$ cat config.mk
export PLATFORM = sky130hd
export DESIGN_NAME = hex_scan_display
export DESIGN_NICKNAME = d
export VERILOG_FILES = /design/src/rtl/hex_scan_display.sv
export SDC_FILE = /design/constraint.sdc
export NUM_CORES = 1
export LEC_CHECK = 0
export CAP_MARGIN = 5
export CORE_AREA = 5 5 101 103
export CTS_BUF_LIST = sky130_fd_sc_hd__clkbuf_8
export DETAILED_ROUTE_END_ITERATION = 8
export DIE_AREA = 0 0 106 108
export MAX_ROUTING_LAYER = met4
export SYNTH_ARGS = -nofsm -noshare
export SYNTH_HDL_FRONTEND = slang
export SYNTH_SLANG_ARGS = --single-unit
$ cat constraint.sdc
create_clock -name clk -period 5.7 [get_ports clk]
set_input_delay 0.57 -clock clk [delete_from_list [all_inputs] [get_ports clk]]
set_output_delay 0.57 -clock clk [all_outputs]
set_load 0.05 [all_outputs]
$ cat src/rtl/hex_scan_display.sv
// Time-multiplexed driver for DIGITS common-anode 7-segment digits with prescaled scan, dead time,
// per-digit dp/blank and frame-synchronous commit. Define HEX_SCAN_LZS_EN for leading-zero suppression.
module hex_scan_display #(
  parameter int DIGITS         = 4,
  parameter int CLK_DIV        = 50000,
  parameter int BLANK_CYC      = 2,
  parameter int DIG_ACTIVE_LOW = 1
) (
  input  logic                  clk,
  input  logic                  rst,
  input  logic                  en,
  input  logic                  load,
  input  logic [4*DIGITS-1:0]   data,
  input  logic [DIGITS-1:0]     dp,
  input  logic [DIGITS-1:0]     blank,
  output logic [7:0]            seg,
  output logic [DIGITS-1:0]     dig,
  output logic                  frame_done
);

  localparam int PC_W  = $clog2(CLK_DIV);
  localparam int IDX_W = (DIGITS > 1) ? $clog2(DIGITS) : 1;
  localparam logic [PC_W-1:0]   PC_LAST  = PC_W'(CLK_DIV - 1);
  localparam logic [IDX_W-1:0]  IDX_LAST = IDX_W'(DIGITS - 1);
  localparam logic [DIGITS-1:0] DIG_OFF  = {DIGITS{DIG_ACTIVE_LOW != 0}};

  function automatic logic [7:0] hex_seg(input logic [3:0] n);
    case (n)
      4'h0: hex_seg = 8'hC0;  4'h1: hex_seg = 8'hF9;
      4'h2: hex_seg = 8'hA4;  4'h3: hex_seg = 8'hB0;
      4'h4: hex_seg = 8'h99;  4'h5: hex_seg = 8'h92;
      4'h6: hex_seg = 8'h82;  4'h7: hex_seg = 8'hF8;
      4'h8: hex_seg = 8'h80;  4'h9: hex_seg = 8'h98;
      4'hA: hex_seg = 8'h88;  4'hB: hex_seg = 8'h83;
      4'hC: hex_seg = 8'hA7;  4'hD: hex_seg = 8'hA1;
      4'hE: hex_seg = 8'h86;  default: hex_seg = 8'h8E;
    endcase
  endfunction

  logic [PC_W-1:0]     pc_q, pc_d;
  logic [IDX_W-1:0]    idx_q, idx_d;
  logic [4*DIGITS-1:0] stg_data_q, stg_data_d, disp_data_q, disp_data_d;
  logic [DIGITS-1:0]   stg_dp_q, stg_dp_d, disp_dp_q, disp_dp_d;
  logic [DIGITS-1:0]   stg_blank_q, stg_blank_d, disp_blank_q, disp_blank_d;
  logic                pend_q, pend_d;
  logic [7:0]          seg_q, seg_d;
  logic [DIGITS-1:0]   dig_q, dig_d;
  logic                fd_q, fd_d;
  logic [DIGITS-1:0]   supp;
  logic [DIGITS-1:0]   sel;
  logic [3:0]          cur_nib;
  logic                slot_end, boundary;

`ifdef HEX_SCAN_LZS_EN
  // Walk down from the leftmost digit; stop suppressing at the first significant one.
  always_comb begin
    logic lead;
    supp = '0;
    lead = 1'b1;
    for (int i = DIGITS - 1; i >= 1; i--) begin
      if (lead && disp_data_q[4*i +: 4] == 4'h0 && !disp_dp_q[i]) supp[i] = 1'b1;
      else                                                        lead    = 1'b0;
    end
  end
`else
  assign supp = '0;
`endif

  always_comb begin
    // NOTE: every _d gets a default before any branch so no latch is inferred.
    pc_d         = pc_q;
    idx_d        = idx_q;
    stg_data_d   = stg_data_q;
    stg_dp_d     = stg_dp_q;
    stg_blank_d  = stg_blank_q;
    disp_data_d  = disp_data_q;
    disp_dp_d    = disp_dp_q;
    disp_blank_d = disp_blank_q;
    pend_d       = pend_q;
    seg_d        = 8'hFF;
    dig_d        = DIG_OFF;

    slot_end = (pc_q == PC_LAST);
    boundary = en && slot_end && (idx_q == IDX_LAST);
    fd_d     = boundary;
    cur_nib  = disp_data_q[4*int'(idx_q) +: 4];
    for (int i = 0; i < DIGITS; i++) sel[i] = (int'(idx_q) == i);

    if (!en) begin
      // Dark and idle: the display follows staging so re-enable shows the latest value.
      pc_d         = '0;
      idx_d        = '0;
      disp_data_d  = stg_data_q;
      disp_dp_d    = stg_dp_q;
      disp_blank_d = stg_blank_q;
      pend_d       = 1'b0;
    end else begin
      pc_d = slot_end ? '0 : pc_q + PC_W'(1);
      if (slot_end) idx_d = (idx_q == IDX_LAST) ? '0 : idx_q + IDX_W'(1);
      if (boundary && pend_q) begin
        disp_data_d  = stg_data_q;
        disp_dp_d    = stg_dp_q;
        disp_blank_d = stg_blank_q;
        pend_d       = 1'b0;
      end
      if (int'(pc_q) >= BLANK_CYC) begin
        dig_d = DIG_OFF ^ sel;
        if (!disp_blank_q[idx_q] && !supp[idx_q]) begin
          seg_d    = hex_seg(cur_nib);
          seg_d[7] = ~disp_dp_q[idx_q];
        end
      end
    end

    // A load on a boundary cycle stays pending: the commit above took the old staging.
    if (load) begin
      stg_data_d  = data;
      stg_dp_d    = dp;
      stg_blank_d = blank;
      pend_d      = 1'b1;
    end
  end

  always_ff @(posedge clk or posedge rst) begin
    if (rst) begin
      pc_q         <= '0;
      idx_q        <= '0;
      stg_data_q   <= '0;
      stg_dp_q     <= '0;
      stg_blank_q  <= '0;
      disp_data_q  <= '0;
      disp_dp_q    <= '0;
      disp_blank_q <= '0;
      pend_q       <= 1'b0;
      seg_q        <= 8'hFF;
      dig_q        <= DIG_OFF;
      fd_q         <= 1'b0;
    end else begin
      // NOTE: non-blocking assignments so every flop samples pre-edge values.
      pc_q         <= pc_d;
      idx_q        <= idx_d;
      stg_data_q   <= stg_data_d;
      stg_dp_q     <= stg_dp_d;
      stg_blank_q  <= stg_blank_d;
      disp_data_q  <= disp_data_d;
      disp_dp_q    <= disp_dp_d;
      disp_blank_q <= disp_blank_d;
      pend_q       <= pend_d;
      seg_q        <= seg_d;
      dig_q        <= dig_d;
      fd_q         <= fd_d;
    end
  end

  assign seg        = seg_q;
  assign dig        = dig_q;
  assign frame_done = fd_q;

endmodule

# [Yosys cells after proc, flatten, opt, wreduce, memory -nomap -nowiden]
# Memory sizes are Yosys's and may differ from the RTL's.
# Cells that the tools add are included.
# W data, S select, Z words.
[word_totals] ff_bits=80 rom_bits=112 in_bits=28 output_inout_bits=13 wordCells=60 mem_count=1
[classes] n_addsub=2 n_lt_le_gt_ge=2 n_eq_ne=8 shifts=1 n_mux=25 bitwise=2 n_reduce_logical=7
[memory_table] name="(no name shown)" depth=16 width=7 rd=1 rd_ports_with_merged_regs=0 wr=0 line="28" text="case (n)"
[op_table] operator="$mux W16" n=4
[op_table] operator="$mux W4" n=6
[op_table] operator="$mux W8" n=3
[op_table] operator="$add A16 B1 Y16 const B" n=1
[op_table] operator="$eq A16 B16 Y1 const B" n=1
[op_table] operator="$ge A16 B2 Y1 const B" n=1
[op_table] operator="$shiftx A16 B5 Y4" n=1
[op_table] operator="$bmux W1 S2" n=3
[op_table] operator="$eq A2 B2 Y1 const B" n=3
[op_table] operator="$mux W1" n=6
[op_table] operator="$mux W2" n=3
[op_table] operator="$logic_and A1 B1 Y1" n=4
[op_table] operator="$ne A2 B1 Y1 const B" n=2
[op_table] operator="$not A4 Y4" n=1
[op_table] operator="$lt A2 B3 Y1 const B" n=1
[op_table] operator="$ne A3 B1 Y1 const B" n=1
[op_table] operator="$add A2 B1 Y2 const B" n=1
[op_table] operator="$eq A2 B1 Y1 const B" n=1
[op_table] operator="$logic_not A1 Y1" n=2
[op_table] operator="$logic_not A2 Y1" n=1
[op_table] operator="$not A1 Y1" n=1

# [Logic depth before layout (Yosys ltp)]
[depth] word_depth=7 mapped_depth=8

# [Least setup slack after synthesis]
# OpenSTA, ideal clock, no wires.
[synth_timing] kind="reg2reg" from="register idx_q[0]" to="register seg_q[3] (netlist: seg[3])" t_arrival_ns=1.950 required_time_ns=5.608 slack_ns=3.659 stages_incl_launch_ff=9 n_path_buf=1 cell_sequence="dfrtp_1 buf_2 mux4_2 inv_1 ha_1 nand2_1 mux2i_1 a211oi_1 o21ai_0"
[synth_via] elab_chain_len=7
[synth_lines] element="from (decl)" line="41" text="logic [IDX_W-1:0] idx_q, idx_d;"
[synth_lines] element="from (signal assigned)" line="141" text="idx_q <= idx_d;"
[synth_lines] element="parallel branches: the longest is 4 deep, another holds $mem_v2 Z16 W7"
[synth_lines] element="$mux W8 (*)" line="108" text="if (!disp_blank_q[idx_q] && !supp[idx_q]) begin"
[synth_lines] element="$mux W8 (*)" line="106" text="if (int'(pc_q) >= BLANK_CYC) begin"
[synth_lines] element="$mux W8 (*)" line="89" text="if (!en) begin"
[synth_lines] element="named net seg_d[3]" line="46" text="logic [7:0] seg_q, seg_d;"
[synth_lines] element="to (signal assigned)" line="149" text="seg_q <= seg_d;"
[synth_lines] element="to (decl)" line="46"
# Mark *: on every way through the listed nets, which the timed path passes. The select of a mux whose other input is x is not followed.
# A chain may end at the register's enable or synchronous reset.

# [Worst setup path in the final report]
[layout_timing] from="register pc_q[1]" to="register idx_q[0]"
[layout_via] elab_chain_len=2
[layout_lines] element="from (decl)" line="40" text="logic [PC_W-1:0] pc_q, pc_d;"
[layout_lines] element="from (signal assigned)" line="140" text="pc_q <= pc_d;"
[layout_lines] element="$eq A16 B16 Y1" line="83" text="slot_end = (pc_q == PC_LAST);"
[layout_lines] element="$ne A2 B1 Y1 (no source line)"
# No other way between the ends.

==> impl_metrics.yaml <==
placed_design:
  port_buffers: 40
  dp_hpwl_um: 4390
  dp.cells: 417
  dpl_cell_area_mm2: 0.00408
  pre_cts_ws_ns: 3.28
  place_congestion: 0.722
critical_path:
  cp_top_family: "compound AO/OA/AOI/OAI gates"
  crit_buf_inv: 0
  end_kind: "flop"
  worstPathCellList: "ha_1 -> nand3_1 -> nand3b_4 -> o21ai_1 -> a2bb2o_1"
  crit_path_max_incr_delay_ns: 0.92
  crit_path_max_fanout: 17
  crit_path_start_kind: "flop"
  arrival_ns: 2.63
  worst_path_max_delay_cell: "o21ai_1"
  worst-setup-path-type: "flop to flop"
  critPathRequiredTime_ns: 5.93
yosys:
  synth_seq_cells: 80
  synth_area_mm2: 0.00359
  synthCells: 276
  yosysTopAreaCell: "dfrtp_1"
  synth_top_area_share_pct: 47.4
  synth-seq-area-share_pct: 56.1
  ys_warn_count: 0
  synth_cell_types: 38
  yosys-top-cells-area: "dfrtp_1 (47%), mux2_2 (9.4%), dfstp_2 (8.8%)"
  avgSynthCellArea_um2: 13.0
  syn_nets: 315
drt:
  routed_via_density: 5.11
  wl_um: 6400
  detail_route.iter0.violations: 76
  route.vias.total: 2214
  ant_nets: 0
  route.detailed.drc: 0
  firstDrtPassIters: 4
  wl_per_cell_um: 14.8
outcome:
  status: "finished clean"
global_route:
  overflow: 0
  grt_pass1_wl_um: 10900
  grt_pass1_vias: 2234
  grt_max_degree: 44
  antenna_found_initial: 0
  grt_usage_pct: 12.4
sta:
  setup_violations: 0
  finalSetupTns_ns: 0
  finalHoldViolCount: 0
  period_needed_ns: 2.40
  setup_slack_ns: 3.30
  maxSlewViolCount: 0
  maxSlewHeadroom_pct: 21.9
  tightest_slew_ns: 1.16
  fmax_mhz: 416
  rsz0062_at_grt: "false"
  finalCritPeriodShare_pct: 42.2
  hold-worst-slack_ns: 0.483
  skew_ns: 0.00734
die:
  io_pins: 41
  fp-row-count: 35
  start_util_pct: 39.5
  die_y_um: 108
  die_x_um: 106
  core_area_mm2: 0.00911
  die_area_mm2: 0.0114
cells_and_area:
  instances_no_fill: 433
  layout_common_cells: "dfrtp_1 (68), clkdlybuf4s50_1 (40), mux2_2 (30), nand2_1 (21), mux2_1 (20)"
  drive_gt1_share_pct: 21.1
  area_growth_pct: 20.4
  fill_cells: 846
  n_antenna_cell: 0
  post-route-cell-area_mm2: 0.00433
  mostFrequentLayoutCell: "dfrtp_1"
  num-nets-final: 356
  final_core_util_pct: 47.5
power_and_ir_drop:
  power.density_mw_per_mm2: 307
  vdd_drop_max_v: 0.000140
  finalPower_mw: 1.33
  leakage_nw: 1.82
clock_tree:
  clkSlewWorstSetupHoldPaths_ns: 0.08
  cts_resized: 0
  ctsHoldBuffers: 0
  cts_buffers: 9
  cts_tree: "built"
  post_cts_buffers: 0
  root_buffer: "clkbuf_8"
  clk_latency_ns: 0.35
  htreeDepth: 3
  clockBufferDepth: 2
  clock_sinks: 80
job:
  max_cap_viol_count: 0
hold_path:
  hold_class: "flop to flop"
-- synthesized netlist by cell type (all sizes together) --
cell type,instances
dfrtp,68
mux2,50
nand2,21
nor2,16
dfstp,12
ha,11
inv,10
buf,9
o21ai,9
xor2,8
a21oi,6
nand4,6
mux2i,5
mux4,5
o211ai,5
or3,5
nand3,4
and2,3
clkbuf,3
nor4,3
and4,2
nor3,2
xnor2,2
a211oi,1
a2bb2o,1
and3,1
nand3b,1
nor3b,1
o21bai,1
o2bb2ai,1
o311a,1
o311ai,1
o31a,1
o31ai,1
-- where the power goes --
part | total, mW | internal (mW) | switching (mW) | leakage (nW)
sequential | 0.644 | 0.621 | 0.0233 | 0.962
clock | 0.506 | 0.292 | 0.214 | 0.119
combinational | 0.180 | 0.0871 | 0.0925 | 0.741
-- logic make-up (layout without fill, tap and decap cells) --
group / after synthesis / count (layout) / share of synthesized area (%)
AO/OA/AOI/OAI: 28 / 28 / 5.43
XOR/XNOR: 10 / 10 / 2.44
adder cells (fa/ha/maj): 11 / 11 / 3.83
buffers and inverters: 22 / 68 / 2.89
flip-flops: 80 / 80 / 56.1
multiplexers: 60 / 60 / 20.2
AND/OR/NAND/NOR: 65 / 65 / 9.09
-- registers in the layout, summed over array words and instances, names as in the netlist, 4 cells and up --
register / flops
disp_blank_q: 4
disp_data_q: 16
dig: 4
stg_blank_q: 4
pc_q: 16
stg_dp_q: 4
disp_dp_q: 4
stg_data_q: 16
seg: 8
-- area by class of cell --
cell class                      instances  area [um^2]  share of cell area (%)
Inverter                               10         37.5                   0.868
Multi-Input combinational cell        174         1470                    34.0
Clock inverter                          7          120                    2.78
Clock buffer                            9          124                    2.86
Tap cell                              111          139                    3.21
Timing Repair Buffer                   42          415                    9.60
Sequential cell                        80         2020                    46.6
-- metal layers --
layer | track usage (%) | vias up | wire, um
li1 | - | 1054 | -
met5 | - | - | 0
met1 | 16.2 | 1114 | 3000
met3 | 3.10 | 7 | 207
met4 | 4.81 | 0 | 93
met2 | 18.8 | 39 | 3100
-- worst reg2reg max path, stage by stage (launching register included) --
cell,delay (ns)
dfrtp_1,0.39
ha_1,0.30
nand3_1,0.15
nand3b_4,0.21
o21ai_1,0.92
a2bb2o_1,0.33
-- final timing paths --
check	start	endpoint	slack [ns]	depth (start not counted)
min in group asynchronous	rst	stg_blank_q[0]$_DFFE_PP0P_	0.68	2
worst max register to register	pc_q[1]$_DFF_PP0_	idx_q[0]$_DFFE_PP0P_	3.30	5
worst min-delay path	pc_q[0]$_DFF_PP0_	pc_q[0]$_DFF_PP0_	0.48	1
worst max-delay path	pc_q[1]$_DFF_PP0_	idx_q[0]$_DFFE_PP0P_	3.30	5
max in group asynchronous	rst	seg[7]$_DFF_PP1_	3.97	3
worst min register to register	pc_q[0]$_DFF_PP0_	pc_q[0]$_DFF_PP0_	0.48	1
No activity file was read; power rests on OpenSTA's default activity.
